### config.mk
export PLATFORM = sky130hd
export DESIGN_NAME = pipeline_hazard_ctrl
export DESIGN_NICKNAME = d
export VERILOG_FILES = /design/src/rtl/rv32i_types.sv /design/src/rtl/load_use_detect.sv /design/src/rtl/pipeline_hazard_ctrl.sv
export SDC_FILE = /design/constraint.sdc
export NUM_CORES = 1
export LEC_CHECK = 0
export BUFFER_PORTS_ARGS = -buffer_cell sky130_fd_sc_hd__buf_2
export CAP_MARGIN = 40
export CORE_UTILIZATION = 51
export DETAILED_ROUTE_END_ITERATION = 6
export PLACE_DENSITY = 0.85
export SLEW_MARGIN = 15
export SYNTH_ARGS = -nofsm -noshare
export SYNTH_HDL_FRONTEND = slang
export SYNTH_SLANG_ARGS = --single-unit
### constraint.sdc
create_clock -name clk -period 2.4 [get_ports clk]
set_clock_uncertainty 0.1 [all_clocks]
set_input_delay 0.48 -clock clk [delete_from_list [all_inputs] [get_ports clk]]
set_output_delay 0.48 -clock clk [all_outputs]
set_load 0.03 [all_outputs]
### src/rtl/rv32i_types.sv
// rtl/rv32i_types.sv - shared RV32I pipeline types for hazard control
package rv32i_types;

    typedef enum logic [1:0] {
        MD_IDLE,
        MD_BUSY,
        MD_DONE
    } md_state_t;

    typedef struct packed {
        logic load_pc;
        logic load_if_id;
        logic load_id_ex;
        logic load_ex_mem;
        logic load_mem_wb;
        logic bubble_id_ex;
        logic bubble_ex_mem;
        logic flush_if_id;
    } stage_ctrl_t;

    localparam stage_ctrl_t CTRL_FROZEN = stage_ctrl_t'(8'b0000_0000);
    localparam stage_ctrl_t CTRL_RUN    = stage_ctrl_t'(8'b1111_1000);

endpackage

### src/rtl/load_use_detect.sv
// rtl/load_use_detect.sv - compares ID sources against a load destination in EX
module load_use_detect
    import rv32i_types::*;
(
    input  logic [4:0] id_rs1,
    input  logic [4:0] id_rs2,
    input  logic       id_uses_rs1,
    input  logic       id_uses_rs2,
    input  logic [4:0] ex_rd,
    input  logic       ex_is_load,
    input  logic       ex_load_regfile,
    output logic       load_use
);

    logic rs1_hit;
    logic rs2_hit;

    assign rs1_hit  = id_uses_rs1 && (id_rs1 == ex_rd);
    assign rs2_hit  = id_uses_rs2 && (id_rs2 == ex_rd);
    // x0 is hardwired, so a load targeting it never produces a hazard
    assign load_use = ex_is_load && ex_load_regfile && (ex_rd != 5'd0) && (rs1_hit || rs2_hit);

endmodule

### src/rtl/pipeline_hazard_ctrl.sv
// rtl/pipeline_hazard_ctrl.sv - stall/flush sequencer and perf counters for the 5-stage pipeline
module pipeline_hazard_ctrl
    import rv32i_types::*;
#(
    parameter int CNT_WIDTH = 32
) (
    input  logic                 clk,
    input  logic                 rst,
    input  logic [4:0]           id_rs1,
    input  logic [4:0]           id_rs2,
    input  logic                 id_uses_rs1,
    input  logic                 id_uses_rs2,
    input  logic [4:0]           ex_rd,
    input  logic                 ex_is_load,
    input  logic                 ex_load_regfile,
    input  logic                 branch_take,
    input  logic                 ex_is_muldiv,
    input  logic                 muldiv_done,
    input  logic                 imem_read,
    input  logic                 imem_resp,
    input  logic                 dmem_read,
    input  logic                 dmem_write,
    input  logic                 dmem_resp,
    output logic                 muldiv_start,
    output logic                 load_pc,
    output logic                 load_if_id,
    output logic                 load_id_ex,
    output logic                 load_ex_mem,
    output logic                 load_mem_wb,
    output logic                 bubble_id_ex,
    output logic                 bubble_ex_mem,
    output logic                 flush_if_id,
    output logic [CNT_WIDTH-1:0] stall_cnt,
    output logic [CNT_WIDTH-1:0] flush_cnt
);

    md_state_t   state_q;
    md_state_t   state_d;
    stage_ctrl_t ctrl;
    logic        mem_stall;
    logic        md_wait;
    logic        load_use;

    load_use_detect u_load_use_detect (
        .id_rs1          (id_rs1),
        .id_rs2          (id_rs2),
        .id_uses_rs1     (id_uses_rs1),
        .id_uses_rs2     (id_uses_rs2),
        .ex_rd           (ex_rd),
        .ex_is_load      (ex_is_load),
        .ex_load_regfile (ex_load_regfile),
        .load_use        (load_use)
    );

    assign mem_stall = (imem_read && !imem_resp) || ((dmem_read || dmem_write) && !dmem_resp);
    assign md_wait   = ((state_q == MD_IDLE) && ex_is_muldiv) || (state_q == MD_BUSY);

    always_ff @(posedge clk or negedge rst) begin
        if (!rst) begin
            state_q <= MD_IDLE;
        end else begin
            state_q <= state_d;
        end
    end

    always_comb begin
        ctrl         = CTRL_FROZEN;
        muldiv_start = 1'b0;
        state_d      = state_q;
        if (!rst) begin
            state_d = MD_IDLE;
        end else if (mem_stall) begin
            // the unit keeps running while memory freezes the pipe, so its done pulse must not be lost
            if ((state_q == MD_BUSY) && muldiv_done) begin
                state_d = MD_DONE;
            end
        end else begin
            case (state_q)
                MD_IDLE: begin
                    if (ex_is_muldiv) begin
                        muldiv_start = 1'b1;
                        state_d      = MD_BUSY;
                    end
                end
                MD_BUSY: begin
                    if (muldiv_done) begin
                        state_d = MD_DONE;
                    end
                end
                MD_DONE: state_d = MD_IDLE;
                default: state_d = MD_IDLE;
            endcase

            if (md_wait) begin
                ctrl.load_ex_mem   = 1'b1;
                ctrl.bubble_ex_mem = 1'b1;
                ctrl.load_mem_wb   = 1'b1;
            end else if (branch_take) begin
                ctrl              = CTRL_RUN;
                ctrl.flush_if_id  = 1'b1;
                ctrl.bubble_id_ex = 1'b1;
            end else if (load_use) begin
                ctrl              = CTRL_RUN;
                ctrl.load_pc      = 1'b0;
                ctrl.load_if_id   = 1'b0;
                ctrl.bubble_id_ex = 1'b1;
            end else begin
                ctrl = CTRL_RUN;
            end
        end
    end

    assign load_pc       = ctrl.load_pc;
    assign load_if_id    = ctrl.load_if_id;
    assign load_id_ex    = ctrl.load_id_ex;
    assign load_ex_mem   = ctrl.load_ex_mem;
    assign load_mem_wb   = ctrl.load_mem_wb;
    assign bubble_id_ex  = ctrl.bubble_id_ex;
    assign bubble_ex_mem = ctrl.bubble_ex_mem;
    assign flush_if_id   = ctrl.flush_if_id;

    always_ff @(posedge clk or negedge rst) begin
        if (!rst) begin
            stall_cnt <= '0;
            flush_cnt <= '0;
        end else begin
            if (!ctrl.load_pc) begin
                stall_cnt <= stall_cnt + CNT_WIDTH'(1);
            end
            if (ctrl.flush_if_id) begin
                flush_cnt <= flush_cnt + CNT_WIDTH'(1);
            end
        end
    end

endmodule

After elaboration in Yosys (flattened, before gate mapping)
Cells that the tools add are included.
W data, S select, Z words.
{ "totals": {"register_bits": 66, "latch_bits": 0, "ramBits": 0, "romBits": 0, "in_bits": 29, "mem_count": 0} }
{ "classes": {"addsub": 2, "mul": 0, "div_mod_pow": 0, "magnitude_cmp": 0, "n_eq_ne": 6, "shift": 0, "muxes": 19, "bitwise": 0, "n_reduce_logical": 18} }
{ "ops": {"columns": ["cell", "n"], "rows": [
  ["$add A32 B1 Y32 const B", 2],
  ["$mux W8", 4],
  ["$mux W2", 6],
  ["$eq A5 B5 Y1", 2],
  ["$logic_and A1 B1 Y1", 9],
  ["$ne A4 B4 Y1 const B", 2],
  ["$mux W1", 7],
  ["$reduce_bool A5 Y1", 1],
  ["$logic_or A1 B1 Y1", 4],
  ["$pmux W2 S2", 1],
  ["$mux W3", 1],
  ["$ne A3 B2 Y1 const B", 1],
  ["$reduce_and A3 Y1", 1],
  ["$eq A2 B1 Y1 const B", 1],
  ["$logic_not A1 Y1", 2],
  ["$logic_not A2 Y1", 1]
]} }

Depth between registers and ports, before layout
{ "logic_depth": {"ltp_word": 9, "mapped_depth": 7, "mapped_depth_nobuf": 6} }

Cells and area by module
Synthesis repeated with hierarchy kept, for this count alone.
{ "unflattened": {"hier_cells": 300, "hier_area_um2": 3265.6} }
{ "by_module_without_submodules": {"columns": ["module", "n_inst", "cells_each", "area_per_inst_um2", "seq_area_each_um2"], "rows": [
  ["pipeline_hazard_ctrl", 1, 283, 3130.5, 1651.6],
  ["load_use_detect", 1, 17, 135.1, 0.0]
]} }

Worst setup path before layout
No wires, ideal clock.
{ "synth_path": {"path_type": "in2out", "from": "input port dmem_write", "to": "output port muldiv_start", "arrival_ns": 1.977, "t_required_ns": 1.820, "slack_ns": -0.157, "cell_stages": 3, "path_cell_list": "o21bai_1 > nand3_1 > nor4b_1"} }
{ "synth_via": {"elab_chain_cells": 5} }
{ "synth_rtl": {"columns": ["item", "line", "source"], "rows": [
  ["from (decl)", "pipeline_hazard_ctrl.sv:22", "input logic dmem_write,"],
  ["$logic_or A1 B1 Y1", "pipeline_hazard_ctrl.sv:55", "assign mem_stall = (imem_read && !imem_resp) || ((dmem_read || dmem_write) && !dmem_resp);"],
  ["$logic_and A1 B1 Y1", "pipeline_hazard_ctrl.sv:55", null],
  ["$logic_or A1 B1 Y1", "pipeline_hazard_ctrl.sv:55", null],
  ["$mux W1", "pipeline_hazard_ctrl.sv:72", "end else if (mem_stall) begin"],
  ["$mux W1", "pipeline_hazard_ctrl.sv:70", "if (!rst) begin"],
  ["to (decl)", "pipeline_hazard_ctrl.sv:24", "output logic muldiv_start,"]
]} }
No other way between the ends.

Worst setup path after layout
{ "layout_path": {"from": "input port ex_rd[1]", "to": "output port bubble_id_ex"} }
{ "layout_via": {"elab_chain_cells": 9, "elab_cells_between_ends": 13} }
{ "layout_rtl": {"columns": ["item", "line", "source"], "rows": [
  ["from (decl)", "pipeline_hazard_ctrl.sv:13", "input logic [4:0] ex_rd,"],
  ["$eq A5 B5 Y1, on equally long branches", "load_use_detect.sv:18, load_use_detect.sv:19", null],
  ["$logic_and A1 B1 Y1, on equally long branches", "load_use_detect.sv:18, load_use_detect.sv:19", null],
  ["$logic_or A1 B1 Y1", "load_use_detect.sv:21", "assign load_use = ex_is_load && ex_load_regfile && (ex_rd != 5'd0) && (rs1_hit || rs2_hit);"],
  ["$logic_and A1 B1 Y1 (*)", "load_use_detect.sv:21", null],
  ["$mux W8 (*)", "pipeline_hazard_ctrl.sv:102", "end else if (load_use) begin"],
  ["$mux W8 (*)", "pipeline_hazard_ctrl.sv:98", "end else if (branch_take) begin"],
  ["$mux W1 (*)", "pipeline_hazard_ctrl.sv:94", "if (md_wait) begin"],
  ["$mux W8 (*)", "pipeline_hazard_ctrl.sv:72", null],
  ["$mux W8 (*)", "pipeline_hazard_ctrl.sv:70", null],
  ["to (decl)", "pipeline_hazard_ctrl.sv:30", "output logic bubble_id_ex,"]
]} }
Mark *: on every way between the ends. The rest lies on a longest branch, timed or not.

==> flow_summary.html <==
<table>
<tr><th>Metric</th><th>Value</th></tr>
<tr><th colspan="2">Place</th></tr>
<tr><td>Placed Instances</td><td>485</td></tr>
<tr><td>Placed Area</td><td>0.00394 sq mm</td></tr>
<tr><td>Global placement routability congestion</td><td>0.783</td></tr>
<tr><td>Quantity of I/O buffers inserted on ports</td><td>101</td></tr>
<tr><td>HPWL after DPL</td><td>5010 microns</td></tr>
<tr><th colspan="2">Finish</th></tr>
<tr><td>Total Nets Final</td><td>456</td></tr>
<tr><td>Share of layout cells above drive strength 1</td><td>35.1%</td></tr>
<tr><td>Finished Cell Area</td><td>0.00423 sq mm</td></tr>
<tr><td>Fill cell instance count of the final layout</td><td>467</td></tr>
<tr><td>Sequential standard cell area</td><td>0.00165 sq mm</td></tr>
<tr><td>Syn-to-layout area delta</td><td>30.2%</td></tr>
<tr><td>Number of antenna cells inserted</td><td>0</td></tr>
<tr><td>Area occupied by multi-input gates</td><td>0.00154 sq mm</td></tr>
<tr><td>Non-filler instance count after layout</td><td>505</td></tr>
<tr><th colspan="2">Global route</th></tr>
<tr><td>Total global routing overflow</td><td>0</td></tr>
<tr><td>Pin count of the biggest net entering global routing</td><td>63</td></tr>
<tr><td>Overall routing resource usage</td><td>22.1%</td></tr>
<tr><td>Number of antenna violations at the first check in global routing</td><td>0</td></tr>
<tr><td>First-pass GRT wire length</td><td>11000 microns</td></tr>
<tr><td>Number of global-route vias before repair</td><td>2457</td></tr>
<tr><th colspan="2">STA</th></tr>
<tr><td>Count of final setup violators</td><td>3</td></tr>
<tr><td>Worst-margin pin slew</td><td>0.772 ns</td></tr>
<tr><td>Maximum operating frequency</td><td>408 MHz</td></tr>
<tr><td>Min setup slack post-route</td><td>-0.0498 ns</td></tr>
<tr><td>Total negative slack for setup checks</td><td>-0.142 ns</td></tr>
<tr><td>Final Critical Period</td><td>2.45 ns</td></tr>
<tr><td>Unrepaired setup endpoints after global routing</td><td>true</td></tr>
<tr><td>Hold violation total from the final report</td><td>0</td></tr>
<tr><td>Relative max-transition margin</td><td>48.5%</td></tr>
<tr><td>Count of pins over their slew limit</td><td>0</td></tr>
<tr><td>Hold_ws</td><td>0.312 ns</td></tr>
<tr><td>Post-route clock period utilization</td><td>102%</td></tr>
<tr><th colspan="2">Clock network</th></tr>
<tr><td>Count of H-tree levels built during CTS</td><td>3</td></tr>
<tr><td>Cts bufs inserted</td><td>9</td></tr>
<tr><td>Max clock buf depth</td><td>2</td></tr>
<tr><td>CTS tree</td><td>done</td></tr>
<tr><td>Latest clock arrival within the worst-skew pair</td><td>0.34 ns</td></tr>
<tr><td>Clock-pin slew reported for the worst setup and hold paths after clock tree synthesis</td><td>0.07 ns</td></tr>
<tr><td>Root buf cell</td><td>clkbuf_8</td></tr>
<tr><td>TritonCTS Sinks</td><td>66</td></tr>
<tr><th colspan="2">Floorplanning</th></tr>
<tr><td>Die Span X</td><td>81.8 microns</td></tr>
<tr><td>Starting density of the core</td><td>53.9%</td></tr>
<tr><td>Boundary Pins</td><td>102</td></tr>
<tr><td>Die area</td><td>0.00669 sq mm</td></tr>
<tr><td>Area of the placeable core</td><td>0.00603 sq mm</td></tr>
<tr><td>Die Y-Extent</td><td>81.8 microns</td></tr>
<tr><td>Number of standard-cell rows in the floorplan</td><td>28</td></tr>
<tr><th colspan="2">Route</th></tr>
<tr><td>Detailed Routing Iterations Pass 1</td><td>4</td></tr>
<tr><td>Met1 Routed Length</td><td>3150 microns</td></tr>
<tr><td>Highest routed layer</td><td>met4</td></tr>
<tr><td>Overall via count from detail_route</td><td>2647</td></tr>
<tr><td>Vias per std cell</td><td>5.24</td></tr>
<tr><td>Post-detailed-route count of antenna-violating nets</td><td>0</td></tr>
<tr><td>Routed length per placed instance</td><td>13.9 microns</td></tr>
<tr><td>Iter 0 DRT Violations</td><td>108</td></tr>
<tr><td>DRC violations left</td><td>0</td></tr>
<tr><td>Met3 wirelength from detailed routing</td><td>424 microns</td></tr>
<tr><td>Total Wirelength</td><td>7000 microns</td></tr>
<tr><td>Length of routed met2 wiring</td><td>3380 microns</td></tr>
<tr><th colspan="2">Setup path</th></tr>
<tr><td>Startpoint types</td><td>input port</td></tr>
<tr><td>Worst reg2reg startpoint</td><td>stall_cnt[7]</td></tr>
<tr><td>Worst EP required</td><td>1.82 ns</td></tr>
<tr><td>Data arrival time of the worst path</td><td>1.87 ns</td></tr>
<tr><td>Crit-path max FO</td><td>2</td></tr>
<tr><td>R2R Path End</td><td>stall_cnt[27]</td></tr>
<tr><td>Kind of critical path</td><td>in2out</td></tr>
<tr><td>Depth of the most critical reg-to-reg path</td><td>6</td></tr>
<tr><td>Flop2flop setup slack</td><td>0.29 ns</td></tr>
<tr><td>CP Capture Type</td><td>output port</td></tr>
<tr><td>Start point of the critical path</td><td>ex_rd[1]</td></tr>
<tr><th colspan="2">Logic synthesis</th></tr>
<tr><td>Number of enable flip-flop cells after synthesis</td><td>0</td></tr>
<tr><td>Share of Yosys cell area claimed by the top area cell type</td><td>50.8%</td></tr>
<tr><td>Synth Area per Inst</td><td>10.9 sq um</td></tr>
<tr><td>Largest area contributor in the synthesized netlist</td><td>dfrtp_1</td></tr>
<tr><td>Main flop type after synthesis</td><td>dfrtp_1</td></tr>
<tr><td>Post-synthesis instance area</td><td>0.00325 sq mm</td></tr>
<tr><td>Post-Synthesis Cells</td><td>299</td></tr>
<tr><td>Asr flop ratio synth</td><td>100%</td></tr>
<tr><td>Number of unique standard cell types used by synthesis</td><td>39</td></tr>
<tr><td>Register area share after synthesis</td><td>50.8%</td></tr>
<tr><td>Count of synthesis-stage warnings from yosys</td><td>0</td></tr>
<tr><td>Most area-consuming cells after synthesis</td><td>dfrtp_1, xnor2_1, xor2_1</td></tr>
<tr><td>Synthesized flop and latch total</td><td>66</td></tr>
<tr><td>Post-Synthesis Net Count</td><td>330</td></tr>
<tr><th colspan="2">Pwr</th></tr>
<tr><td>Leak pwr</td><td>2.22 nW</td></tr>
<tr><td>Total Power</td><td>3.15 mW</td></tr>
<tr><td>Worst-case vdd ir drop</td><td>467 uV</td></tr>
<tr><td>Power per Cell Area</td><td>744 mW/mm^2</td></tr>
<tr><th colspan="2">Run status</th></tr>
<tr><td>Violations in the final reports</td><td>setup timing</td></tr>
<tr><td>Status</td><td>complete, but fails checks</td></tr>
<tr><th colspan="2">Hold path</th></tr>
<tr><td>Hold Crit Class</td><td>in2async</td></tr>
<tr><th colspan="2">Job</th></tr>
<tr><td>Max-capacitance violation count</td><td>0</td></tr>
</table>
## Yosys cell counts (2+ instances only)
cell type / count
ha_1: 2
and2_1: 3
and4_1: 4
dfrtp_1: 66
and3_1: 9
nor4b_1: 2
xnor2_1: 51
nor4_1: 4
nor3_4: 2
nor3_1: 9
nand4_1: 13
o22ai_1: 2
xor2_1: 21
inv_1: 9
nand2_1: 35
mux2_2: 2
nand3_1: 24
nor2_1: 19
buf_4: 2
## sequential cells by signal, indices dropped and copies added, names as in the netlist
name,count
stall_cnt,32
state_q,2
flush_cnt,32
## per-stage QoR
| step | setup slack [ns] | utilization (%) |
|---|---|---|
| 6_report | -0.0498 | 70.2 |
| 5_1_grt | -0.0827 | 70.2 |
| 4_1_cts | -0.0174 | 70.1 |
| 3_5_place_dp | -0.0815 | 65.4 |
| 3_3_place_gp | -0.0558 | 65.4 |
| 2_1_floorplan | -0.105 | - |
## worst max path at each step
stage | endpoint | slack (ns) | depth (start not counted)
6_report | bubble_id_ex | -0.05 | 6
5_1_grt | load_if_id | -0.08 | 6
4_1_cts | load_pc | -0.02 | 6
3_5_place_dp | load_pc | -0.08 | 6
3_3_place_gp | load_pc | -0.06 | 6
2_1_floorplan | load_pc | -0.11 | 5
## what timing repair did
action / 4_1_cts / 5_1_grt
gates resized for setup: 9 / 0
endpoints found under the setup margin: 3 / 3
pin swaps: 0 / 0
hold buffers: 1 / 0
setup buffers: 2 / 1
hold endpoints to repair: 4 / 0
gates cloned: 0 / 0
## critical path, cell delays in order
cell      delay [ns]
buf_6           0.09
or4_4           0.52
o211ai_2        0.17
and2b_2         0.27
o21a_1          0.19
buf_6           0.14
## cells in the final DEF (no fill, tap or decap), types with 2 or more instances in the layout
cell / n
buf_4: 17
clkinv_2: 2
and3_1: 9
o22ai_1: 2
nor2_1: 19
mux2_2: 2
nor4_1: 4
nor3_4: 2
buf_2: 96
and4_1: 4
dfrtp_1: 66
ha_1: 2
nor3_1: 9
nand4_1: 13
inv_1: 9
nand2_1: 35
xor2_1: 21
buf_6: 5
bufinv_16: 2
nand3_1: 24
xnor2_1: 51
clkbuf_8: 10
and2_1: 3
## logic make-up after synthesis
group                    synth area share (%)
buffers and inverters                    2.12
AO/OA/AOI/OAI                            3.20
multiplexers                             1.46
XOR/XNOR                                 19.4
flip-flops                               50.8
AND/OR/NAND/NOR                          22.2
adder cells (fa/ha/maj)                 0.770
## final cells by class
class | instances | share of cell area (%)
clock inverter | 5 | 1.83
inverter | 9 | 0.799
tap | 75 | 2.22
sequential | 66 | 39.0
clock buffer | 11 | 3.34
multi-input combinational | 219 | 36.4
timing repair buffer | 120 | 16.4
## layer usage
| metal | vias up | GRT usage, % |
|---|---|---|
| li1 | 1268 | - |
| met5 | - | 0 |
| met3 | 4 | 7.22 |
| met4 | 0 | 8.07 |
| met2 | 93 | 34.6 |
| met1 | 1282 | 28.4 |
## where the power goes
| group | switching, mW | internal [mW] |
|---|---|---|
| combinational | 0.480 | 0.312 |
| clock | 0.422 | 0.610 |
| sequential | 0.116 | 1.21 |
Power figures use the tool's default switching activity.
